## src/rtl/xy_switch_alloc.sv

```systemverilog
`default_nettype none
// ============================================================================
// Module   : xy_switch_alloc
// Brief    : XY route compute, per-output round-robin allocation with credit
//            flow control, and registered crossbar outputs.
// Revision : 1.0
// ============================================================================
module xy_switch_alloc #(
    parameter  int N_PORT     = 5,
    parameter  int DATA_WIDTH = 8,
    parameter  int ADDR_WIDTH = 3,
    parameter  int MY_X       = 0,
    parameter  int MY_Y       = 0,
    parameter  int CREDITS    = 4,
    localparam int FW         = DATA_WIDTH + 2 * ADDR_WIDTH
) (
    input  logic                                clk,
    input  logic                                rst,
    input  logic [N_PORT-1:0][FW-1:0]           in_data_i,
    input  logic [N_PORT-1:0]                   in_empty_i,
    input  logic [N_PORT-1:0][ADDR_WIDTH-1:0]   in_x_dest_i,
    input  logic [N_PORT-1:0][ADDR_WIDTH-1:0]   in_y_dest_i,
    output logic [N_PORT-1:0]                   rd_en_o,
    output logic [N_PORT-1:0][FW-1:0]           out_data_o,
    output logic [N_PORT-1:0]                   out_valid_o,
    input  logic [N_PORT-1:0]                   credit_in_i,
    output logic                                credit_err_o
);

    localparam int PW = (N_PORT > 1) ? $clog2(N_PORT) : 1;
    localparam int CW = $clog2(CREDITS + 1);

    localparam logic [PW-1:0]         c_LOCAL    = PW'(0);
    localparam logic [PW-1:0]         c_NORTH    = PW'(1);
    localparam logic [PW-1:0]         c_EAST     = PW'(2);
    localparam logic [PW-1:0]         c_SOUTH    = PW'(3);
    localparam logic [PW-1:0]         c_WEST     = PW'(4);
    localparam logic [PW-1:0]         c_LAST     = PW'(N_PORT - 1);
    localparam logic [ADDR_WIDTH-1:0] c_MY_X     = ADDR_WIDTH'(MY_X);
    localparam logic [ADDR_WIDTH-1:0] c_MY_Y     = ADDR_WIDTH'(MY_Y);
    localparam logic [CW-1:0]         c_CRED_MAX = CW'(CREDITS);

    logic [N_PORT-1:0][PW-1:0] w_route;
    logic [N_PORT-1:0]         w_gnt;
    logic [N_PORT-1:0][PW-1:0] w_win;
    logic [N_PORT-1:0]         w_ovf;
    logic                      credit_err_q;

    // X is resolved before Y; each non-empty input requests exactly one output.
    always_comb begin
        for (int i = 0; i < N_PORT; i++) begin
            if (in_x_dest_i[i] > c_MY_X)      w_route[i] = c_EAST;
            else if (in_x_dest_i[i] < c_MY_X) w_route[i] = c_WEST;
            else if (in_y_dest_i[i] > c_MY_Y) w_route[i] = c_NORTH;
            else if (in_y_dest_i[i] < c_MY_Y) w_route[i] = c_SOUTH;
            else                              w_route[i] = c_LOCAL;
        end
    end

    generate
        for (genvar o = 0; o < N_PORT; o++) begin : g_out
            logic [N_PORT-1:0] w_elig;
            logic              w_gnt_l;
            logic [PW-1:0]     w_win_l;
            logic [PW-1:0]     rr_ptr_q, rr_ptr_d;
            logic [CW-1:0]     credit_q, credit_d;
            logic              gnt_v_q;
            logic [PW-1:0]     gnt_idx_q;
            logic              out_v_q;
            logic [FW-1:0]     out_d_q;

            always_comb begin
                for (int i = 0; i < N_PORT; i++) begin
                    w_elig[i] = rst && !in_empty_i[i] && (w_route[i] == PW'(o))
                                && (credit_q != '0);
                end
            end

            always_comb begin
                logic [PW-1:0] idx;
                idx     = '0;
                w_gnt_l = 1'b0;
                w_win_l = '0;
                for (int k = 0; k < N_PORT; k++) begin
                    idx = PW'((int'(rr_ptr_q) + k) % N_PORT);
                    if (!w_gnt_l && w_elig[idx]) begin
                        w_gnt_l = 1'b1;
                        w_win_l = idx;
                    end
                end
            end

            always_comb begin
                rr_ptr_d = rr_ptr_q;
                if (w_gnt_l) rr_ptr_d = (w_win_l == c_LAST) ? '0 : w_win_l + PW'(1);
                credit_d = credit_q;
                if (credit_in_i[o] && !w_gnt_l && (credit_q != c_CRED_MAX))
                    credit_d = credit_q + CW'(1);
                else if (w_gnt_l && !credit_in_i[o])
                    credit_d = credit_q - CW'(1);
            end

            assign w_gnt[o]       = w_gnt_l;
            assign w_win[o]       = w_win_l;
            assign w_ovf[o]       = credit_in_i[o] && !w_gnt_l && (credit_q == c_CRED_MAX);
            assign out_valid_o[o] = out_v_q;
            assign out_data_o[o]  = out_d_q;

            // The popped flit appears on in_data one cycle after the grant.
            always_ff @(posedge clk) begin
                if (!rst) begin
                    rr_ptr_q  <= '0;
                    credit_q  <= c_CRED_MAX;
                    gnt_v_q   <= 1'b0;
                    gnt_idx_q <= '0;
                    out_v_q   <= 1'b0;
                    out_d_q   <= '0;
                end else begin
                    rr_ptr_q  <= rr_ptr_d;
                    credit_q  <= credit_d;
                    gnt_v_q   <= w_gnt_l;
                    gnt_idx_q <= w_win_l;
                    out_v_q   <= gnt_v_q;
                    if (gnt_v_q) out_d_q <= in_data_i[gnt_idx_q];
                end
            end
        end
    endgenerate

    always_comb begin
        rd_en_o = '0;
        for (int o = 0; o < N_PORT; o++) begin
            if (w_gnt[o]) rd_en_o[w_win[o]] = 1'b1;
        end
    end

    always_ff @(posedge clk) begin
        if (!rst)        credit_err_q <= 1'b0;
        else if (|w_ovf) credit_err_q <= 1'b1;
    end

    assign credit_err_o = credit_err_q;

endmodule
`default_nettype wire

```

## config.mk

```make
export PLATFORM = sky130hd
export DESIGN_NAME = xy_switch_alloc
export DESIGN_NICKNAME = d
export VERILOG_FILES = /design/src/rtl/xy_switch_alloc.sv
export SDC_FILE = /design/constraint.sdc
export NUM_CORES = 1
export LEC_CHECK = 0
export ABC_CLOCK_PERIOD_IN_PS = 7200
export CAP_MARGIN = 40
export CORE_MARGIN = 2
export CORE_UTILIZATION = 55
export CTS_BUF_LIST = sky130_fd_sc_hd__clkbuf_4 sky130_fd_sc_hd__clkbuf_8
export DETAILED_ROUTE_END_ITERATION = 7
export MAX_ROUTING_LAYER = met4
export PLACE_DENSITY = 0.83
export SYNTH_ARGS = -nofsm -noshare
export SYNTH_HDL_FRONTEND = slang
export SYNTH_SLANG_ARGS = --single-unit
export TNS_END_PERCENT = 10
```

## constraint.sdc

```tcl
create_clock -name clk -period 7.2 [get_ports clk]
set_input_delay 1.44 -clock clk [delete_from_list [all_inputs] [get_ports clk]]
set_output_delay 1.44 -clock clk [all_outputs]
set_load 0.005 [all_outputs]
```

==> impl_metrics.csv, run 1 <==
group,metric,value,unit
detailed_routing,via_count,11346,
grt,grt_pass1_wl,55100,um
finish,layout-drive-gt1-share,0.147,
cts,cts_buffers,9,
critical_path,path_class,"reg -> out",
pwr,leakage,5.03,nW
cts,clkTransAtPathRegs,100,ps
pwr,combPwrFrac,0.769,
sta,fmax,142,MHz
synth,synth.yosys.seq_area_share,0.192,
critical_path,crit_buf_inv,6,
cts,cts_tree,"yes",
detailed_routing,drc,0,
sta,setup-violations-final,0,
detailed_routing,drtPass1Iterations,6,
placement,port_buffers,177,
cts,clock_sinks,101,
sta,max_slew_margin,0.410,
grt,antenna_found_initial,0,
die,rows,50,
synth,synth_flop_cell,"dfxtp_1",
placement,post-place-ws,295,ps
die,die_w,143,um
synth,syn_inst,1259,
synth,synth.top_cell.area_share,0.192,
grt,overflow,0,
cts,cts_buffer_depth,2,
pwr,pwr-share-seq,0.163,
synth,synth.area.top_cells,"dfxtp_1 19%, mux4_2 12%, ha_1 7.7%, nor3_1 5.3%, a221oi_1 5.1%",
critical_path,worstPathCellList,"inv_2, ha_1, inv_1, ha_1, inv_1, ha_1, nor3_4, nor3_1, nor2_1, inv_1, ha_1, nor2b_1, o221ai_1, o21a_1, o311a_1, o211ai_1, o21ai_2, o32a_1, o211ai_4, inv_1, o311ai_2, clkdlybuf4s50_1",
synth,synth_edf_count,0,
detailed_routing,drt_iter0_drc,1206,
placement,hpwl,26200,um
status,status,"finished clean",
cts,insertion_delay,400,ps
detailed_routing,ant_nets,0,
pwr,p_int,0.00304,W
cts,h-tree-depth,3,
critical_path,critPathMaxFanout,6,
synth,synth_warnings,0,
sta,worst_hold_slack,486,ps
die,core_area,0.0188,mm^2
die,die_h,143,um
sta,worst_pin_slew,883,ps
placement,place.gp.congestion,1.00,
finish,final_common_cell,"clkdlybuf4s50_1",
sta,worst_slack,165,ps
critical_path,crit_path_end_kind,"primary output",
sta,slew_viol_final,0,
grt,grt_pass1_vias,10666,
finish,nets,1620,
critical_path,worstPathArrival,5590,ps
detailed_routing,wire_per_inst,20.9,um
critical_path,cpPeakStageDelay,570,ps
placement,dp.cells,1652,
critical_path,cp_top_family,"compound AO/OA/AOI/OAI gates",
grt,grt_usage,0.346,
pwr,clkPwrFrac,0.068,
finish,final_cells,1676,
pwr,peakVddDrop,0.276,mV
pwr,power_density,447,mW/mm^2
finish,final_cell_mix,"177 x clkdlybuf4s50_1, 125 x nor2_1, 109 x nor3_1",
sta,hold_viol_final,0,
hold_path,min_path_type,"reg -> reg",
cts,root_buffer,"clkbuf_8",
synth,netlist_area,0.0106,mm^2
critical_path,worstSetupStartpointType,"register",
sta,fin_worst_skew,17.9,ps
die,initial_core_util,0.563,
die,io_pins,193,
synth,yosysTopAreaCell,"dfxtp_1",
critical_path,cp.required,5760,ps
synth,synth_cell_type_count,94,
die,die_area,0.0203,mm^2
pwr,switchingPower,0.00282,W
sta,rsz0062_at_grt,"true",
pwr,switching_share,0.481,
finish,syn2layout_area_growth,24.1,%
synth,syn_avg_cell_area,8.39,um^2
sta,tns,0,ps
synth,ys_ff_latch,101,
sta,min_period_over_period,0.977,
grt,grt_max_degree,75,
finish,diodes,0,
sta,fin_crit,7030,ps
synth,async_reset_ff_frac,0,
detailed_routing,via_per_inst,6.77,
flow_run,max_cap_violations,0,
critical_path,cp_slowest_cell,"clkdlybuf4s50_1",
detailed_routing,wl,35000,um
-- repair_timing --
| item | 4_1_cts | 5_1_grt |
|---|---|---|
| cloned | 0 | 0 |
| endpoints found under the setup margin | 2 | 5 |
| hold buffers | 0 | 0 |
| pin swaps | 1 | 2 |
| resized for setup | 3 | 24 |
| buffers inserted | 4 | 4 |
-- metrics by stage --
stage	util	total power [W]	cell area, um^2
after global placement	0.673	0.00507	12600
after floorplan	-	0.00381	10600
final	0.698	0.00586	13100
after CTS	0.691	0.00562	13000
after global routing	0.698	0.00630	13100
after detailed placement	0.677	0.00517	12700
-- path summary, 6_finish.rpt --
path / from / endpoint / slack, ps / cells after the start
hold reg to reg: g_out[3].out_d_q[1] / g_out[3].out_d_q[1] / 490 / 2
setup / recovery: g_out[0].rr_ptr_q[0] / rd_en_o[1] / 170 / 22
hold / removal: g_out[3].out_d_q[1] / g_out[3].out_d_q[1] / 490 / 2
setup reg to reg: g_out[2].rr_ptr_q[2] / g_out[2].credit_q[2] / 1680 / 22
-- flip-flops by register name, indices dropped and copies added (netlist names) --
signal           cells
g_out.out_v_q        4
g_out.gnt_v_q        4
g_out.rr_ptr_q       9
g_out.gnt_idx_q     12
g_out.credit_q      15
g_out.out_d_q       56
credit_err_o         1
-- cell usage after synthesis, types with 28 or more instances --
library cell and instances:
o21ai_0 46, nor2_1 126, inv_1 59, a21oi_1 48, mux2i_1 28, nor3_1 112
nand2_1 59, ha_1 65, a221oi_1 61, clkbuf_1 51, dfxtp_1 101, mux4_2 56
-- power groups by stage --
| stage | registers [W] | logic (W) | clock network (W) |
|---|---|---|---|
| final | 0.000955 | 0.00451 | 0.000398 |
| after global routing | 0.000977 | 0.00491 | 0.000416 |
| after CTS | 0.000946 | 0.00427 | 0.000400 |
| after detailed placement | 0.000956 | 0.00422 | 0 |
| after global placement | 0.000984 | 0.00408 | 0 |
| after floorplan | 0.000860 | 0.00295 | 0 |
-- cell families (layout without fill, tap and decap cells) --
logic type / after synthesis / after routing / synth area share
xor gates and xnor gates: 26 / 26 / 0.0283
DFF: 101 / 101 / 0.192
buffers and inverters: 154 / 319 / 0.0638
and+or+nand+nor: 469 / 469 / 0.226
adders and majority gates: 71 / 71 / 0.0884
other: 1 / 19 / 0.000355
AOI/OAI and AO/OA: 336 / 336 / 0.237
muxes: 101 / 101 / 0.165
-- routing by layer --
metal | GRT usage | wire, um
met3 | 0.0737 | 3690
met1 | 0.430 | 13400
met4 | 0.150 | 1570
met2 | 0.546 | 16300
met5 | - | 0
-- worst reg2reg max path: cells and delay by family, from the launching register on --
kind | cells | cell delay, ps
AND/OR/NAND/NOR | 3 | 1220
AO/OA/AOI/OAI | 10 | 1960
XOR/XNOR | 1 | 210
buffers and inverters | 4 | 700
flip-flops | 1 | 400
adder cells (fa/ha/maj) | 4 | 940
-- area by class of cell --
cell class | instances | area, um^2
repair buffers | 237 | 2260
multi-input cells | 1022 | 8050
clock inverters | 4 | 55.1
inverters | 66 | 251
fillers | 1493 | 5670
flip-flops and latches | 101 | 2030
clock buffers | 12 | 165
well taps | 234 | 293
No activity file was read; power rests on OpenSTA's default activity.
==> run 2: changes to the inputs <==
ABC_AREA = 1   (was not set)
PLACE_DENSITY = 0.84   (was 0.83)
SKIP_LAST_GASP = 1   (was not set)
==> impl_metrics.csv, run 2 <==
group,metric,value,unit
sta,hold_viol_final,0,
detailed_routing,ant_nets,0,
hold_path,min_to,"g_out[2].credit_q[2]",
finish,n_fill_cell,1585,
die,die_area,0.0197,mm^2
detailed_routing,drc,0,
critical_path,cp_slowest_cell,"clkdlybuf4s50_1",
die,rows,49,
sta,fmax,152,MHz
cts,ctsHoldBuffers,0,
synth,ys_ff_latch,101,
grt,grt_pass1_vias,10322,
status,status,"finished clean",
cts,cts_resized,0,
sta,max_slew_margin,0.372,
cts,cts_buffers,9,
cts,clock_sinks,101,
pwr,peakVddDrop,0.472,mV
placement,place.gp.congestion,0.981,
critical_path,worstPathArrival,5140,ps
finish,post-route-util,0.678,
finish,diodes,0,
critical_path,path_class,"reg -> out",
finish,layout-drive-gt1-share,0.0742,
pwr,leakage,5.48,nW
die,die_h,140,um
cts,h-tree-depth,3,
hold_path,min_path_type,"reg -> reg",
critical_path,cp.required,5760,ps
grt,antenna_found_initial,0,
critical_path,crit_buf_inv,5,
critical_path,crit_top_cell,"nand2_1",
grt,overflow,0,
synth,synth_most_common_cell,"nand2_1",
sta,worst_pin_slew,941,ps
cts,cts_buffer_depth,2,
placement,hpwl,25100,um
grt,grt_pass1_wl,51500,um
sta,min_period_over_period,0.914,
placement,port_buffers,177,
synth,synth_cell_type_count,56,
critical_path,reg2regPathDepth,27,
critical_path,cpPeakStageDelay,540,ps
synth,netlist_area,0.0102,mm^2
critical_path,r2r_end,"g_out[2].credit_q[2]",
sta,fin_worst_skew,19.4,ps
finish,largest_register_ffs,56,
die,io_pins,193,
cts,insertion_delay,390,ps
finish,syn2layout_area_growth,19.8,%
placement,dpl_cell_area,0.0121,mm^2
hold_path,holdPathStages,2,
die,core_area,0.0181,mm^2
synth,synth.yosys.seq_area_share,0.198,
synth,synth_flop_cell,"dfxtp_1",
sta,rsz0062_at_grt,"false",
sta,slew_viol_final,0,
sta,tns,0,ps
synth,synth_warnings,0,
finish,reg_top3,"g_out.out_d_q (56), g_out.credit_q (15), g_out.gnt_idx_q (12)",
pwr,power_density,524,mW/mm^2
cts,clkTransAtPathRegs,110,ps
critical_path,path_depth,26,
critical_path,critPathMaxFanout,9,
synth,syn_inst,1645,
synth,syn_avg_cell_area,6.22,um^2
detailed_routing,drt_iter0_drc,1111,
die,die_w,140,um
critical_path,cp_top_family,"simple AND/OR/NAND/NOR gates",
hold_path,hold_path.startpoint,"g_out[2].credit_q[2]",
finish,regMostFlops,"g_out.out_d_q",
finish,nets,1956,
sta,fin_crit,6580,ps
critical_path,rrSetupSlack,2540,ps
synth,synth.top_cell.area_share,0.198,
critical_path,worstSetupStartpointType,"register",
synth,ys_top_cells_by_count,"359 x nand2_1, 181 x inv_1, 179 x nand3_1, 172 x o21ai_0, 101 x dfxtp_1",
grt,grt_usage,0.327,
synth,synth.area.top_cells,"dfxtp_1 20%, nand2_1 13%, nand3_1 8.8%, o21ai_0 8.4%, ha_1 7.9%",
synth,yosysTopAreaCell,"dfxtp_1",
detailed_routing,via_per_inst,5.77,
synth,async_reset_ff_frac,0,
detailed_routing,drtPass1Iterations,7,
detailed_routing,wire_per_inst,16.0,um
cts,post_cts_buffers,0,
detailed_routing,wl,32200,um
synth,synth_edf_count,0,
finish,final_cell_mix,"359 x nand2_1, 181 x inv_1, 179 x nand3_1",
detailed_routing,via_count,11582,
cts,root_buffer,"clkbuf_8",
cts,cts_tree,"yes",
critical_path,rr_startpoint,"g_out[2].rr_ptr_q[2]",
critical_path,crit_path_end_kind,"primary output",
die,initial_core_util,0.566,
finish,final_area,0.0123,mm^2
grt,grt_max_degree,77,
finish,final_common_cell,"nand2_1",
sta,setup-violations-final,0,
flow_run,max_cap_violations,0,
==> run 2: cell count changes after synthesis, moves of 60 or more <==
cell | before | now
a221oi_1 | 61 | 1
nand2_1 | 59 | 359
inv_1 | 59 | 181
nand3_1 | 26 | 179
o21ai_0 | 46 | 172
nor3_1 | 112 | 26
==> run 2: kinds of logic (layout without fill, tap and decap cells) <==
group | Yosys count | after routing | share of synthesized area
other cells | 1 | 19 | 0.000366
compound gates | 424 | 424 | 0.235
xor+xnor | 17 | 17 | 0.0160
simple gates | 736 | 736 | 0.343
buf+inv | 295 | 410 | 0.117
fa+ha+maj | 71 | 71 | 0.0912
flops | 101 | 101 | 0.198
==> run 2: final cells by class <==
class                           instances  area [um^2]  area share
Inverter                              202          758      0.0618
Multi-Input combinational cell       1267         7090       0.578
Clock buffer                           10          138      0.0112
Sequential cell                       101         2020       0.165
Timing Repair Buffer                  192         1910       0.156
Clock inverter                          6         56.3     0.00459
Tap cell                              229          287      0.0234
==> run 2: where the power goes <==
group	internal, W	switching (W)	total [W]
logic	0.00192	0.00311	0.00503
clock network	0.000141	0.000221	0.000363
registers	0.000775	0.000259	0.00103
total	0.00283	0.00359	0.00643
==> run 2: tightest hold or removal path, cell delays in order (launching register included) <==
cell     delay (ps)
dfxtp_1         340
nand2_1          60
nand3_1          50
==> run 2: per-stage QoR <==
| step | total power (W) | instances | hold slack, ps | setup slack, ps |
|---|---|---|---|---|
| after floorplan | 0.00450 | 1663 | 450 | 2050 |
| after global placement | 0.00584 | 1987 | 462 | 1160 |
| after detailed placement | 0.00599 | 1991 | 466 | 1090 |
| after CTS | 0.00637 | 2007 | 488 | 644 |
| after global routing | 0.00708 | 2007 | 512 | 94.3 |
| final | 0.00643 | 2007 | 487 | 622 |
==> run 2: metal layers <==
layer | vias to the layer above | GRT usage | routed length [um]
met5 | - | - | 0
met4 | 0 | 0.128 | 1330
met3 | 82 | 0.0472 | 2490
met2 | 487 | 0.531 | 14900
met1 | 5213 | 0.412 | 13500
li1 | 5800 | - | -
==> run 2: how the worst max path moves through the flow <==
stage,to,slack (ps),startpoint
after floorplan,rd_en_o[4],2050,g_out[1].rr_ptr_q[0]
after global placement,rd_en_o[4],1160,in_x_dest_i[0]
after detailed placement,rd_en_o[2],1090,g_out[2].rr_ptr_q[1]
after CTS,rd_en_o[2],640,g_out[2].rr_ptr_q[1]
after global routing,rd_en_o[0],90,g_out[0].rr_ptr_q[1]
final,rd_en_o[2],620,g_out[2].rr_ptr_q[1]
==> variant, RTL diff (settings of run 2) <==
Set the parameter `CREDITS` to 2 (it was 4).
--- a/src/rtl/xy_switch_alloc.sv
+++ b/src/rtl/xy_switch_alloc.sv
@@ -12,5 +12,5 @@
     parameter  int MY_X       = 0,
     parameter  int MY_Y       = 0,
-    parameter  int CREDITS    = 4,
+    parameter  int CREDITS    = 2,
     localparam int FW         = DATA_WIDTH + 2 * ADDR_WIDTH
 ) (
Function: not settled (the Yosys comparison gave no result); the edit may change what the design does.
==> variant against run 2 <==
  * Utilization is 0.77 points lower
  * Clock power is 4% higher
  * Cell area is 2.8% lower
  * Hold slack better by 9.7 ps
  * Synthesized area is 3.3% lower
  * Global-route usage is 0.31 points lower
  * Die area is 3.2% lower
  * Critical path depth stayed put
  * Total power is 8.2% lower
  * Routed wire length is 3.9% lower
  * Sequential cell count is 5 lower
  * Via count is 1.9% lower
  * Worst setup slack worse by 77 ps
==> variant: results (changes against run 2) <==
metric,value,unit,change
worst-margin pin slew,947,ps,+5.37 ps
Synth cell types,60,,+7.1%
hold endpoint,g_out[4].credit_q[1]$_SDFFE_PN1P_,,
routed wire length,31000,um,-3.9%
routability cong.,0.980,,-0.10%
status,completed,,
total power,5900,uW,-8.2%
drt first pass iters,5,,-2
drt via density,5.79,,+0.42%
met2 usage,0.498,,-0.0333
Global Route met3 Usage,0.0648,,+0.0176
Min-Delay Startpoint,g_out[4].credit_q[1]$_SDFFE_PN1P_,,
Critical R2R Capture,g_out[0].rr_ptr_q[2]$_SDFFE_PN0P_,,
Max stage delay on crit path,680,ps,+140 ps
Post-synth top cells,"nand2_1 (340), inv_1 (186), nand3_1 (183), o21ai_0 (162), dfxtp_1 (96)",,
initial DRC count,1348,,+21%
Switch Pwr,3230,uW,-10%
first-pass GRT wire length,50600,um,-1.7%
routed wl met2,13700,um,-8.0%
comb pwr,4590,uW,-8.7%
gr usage total,0.324,,-0.00306
wl on met1,13300,um,-0.89%
"Seq/Total Area, Yosys",0.194,,-0.00332
Register-to-Register Path Depth,29,,+7.4%
clock network power share,0.064,,+0.008
variant: cell types whose count changed after synthesis, moves of 8 or more:
cell     change
inv_2        -8
nand2_1     -19
nand4_1     +17
nor3_1      -11
o21ai_0     -10
o21ai_1      -9
variant: layout make-up:
cell class                      instances  area, um^2
Tap cell                              229         287
Timing Repair Buffer                  191        1890
Fill cell                            1603        5860
Inverter                              199         751
Multi-Input combinational cell       1229        6860
Clock buffer                            9         124
Sequential cell                        96        1920
Clock inverter                          7        86.3
variant: metrics by stage:
| stage | util | cells | hold WS, ps | cell area [um^2] | setup slack, ps |
|---|---|---|---|---|---|
| final | 0.670 | 1960 | 496 | 11900 | 545 |
| after global routing | 0.670 | 1960 | 544 | 11900 | 58.2 |
| after CTS | 0.670 | 1960 | 496 | 11900 | 517 |
| after detailed placement | 0.658 | 1944 | 470 | 11700 | 960 |
| after global placement | 0.656 | 1941 | 454 | 11700 | 1130 |
| after floorplan | - | 1615 | 442 | 9960 | 2180 |
variant: critical path: cells and delay by family, from the launching register on:
| family | cells | cell delay [ps] |
|---|---|---|
| flip-flops | 1 | 680 |
| adder cells (fa/ha/maj) | 3 | 710 |
| AND/OR/NAND/NOR | 16 | 1910 |
| AO/OA/AOI/OAI | 1 | 120 |
| buffers and inverters | 5 | 1150 |
| XOR/XNOR | 1 | 240 |
variant: timing repair:
item	in CTS	in global routing
endpoints found under the setup margin	0	2
gates resized for setup	0	1
setup buffers	0	0
variant: cell families after synthesis:
logic type / after synthesis / share of synthesized area
AOI/OAI and AO/OA: 400 / 0.232
xor gates and xnor gates: 14 / 0.0132
other: 1 / 0.000379
muxes: 1 / 0.00228
and+or+nand+nor: 722 / 0.344
DFF: 96 / 0.194
adders and majority gates: 73 / 0.0946
buffers and inverters: 290 / 0.120
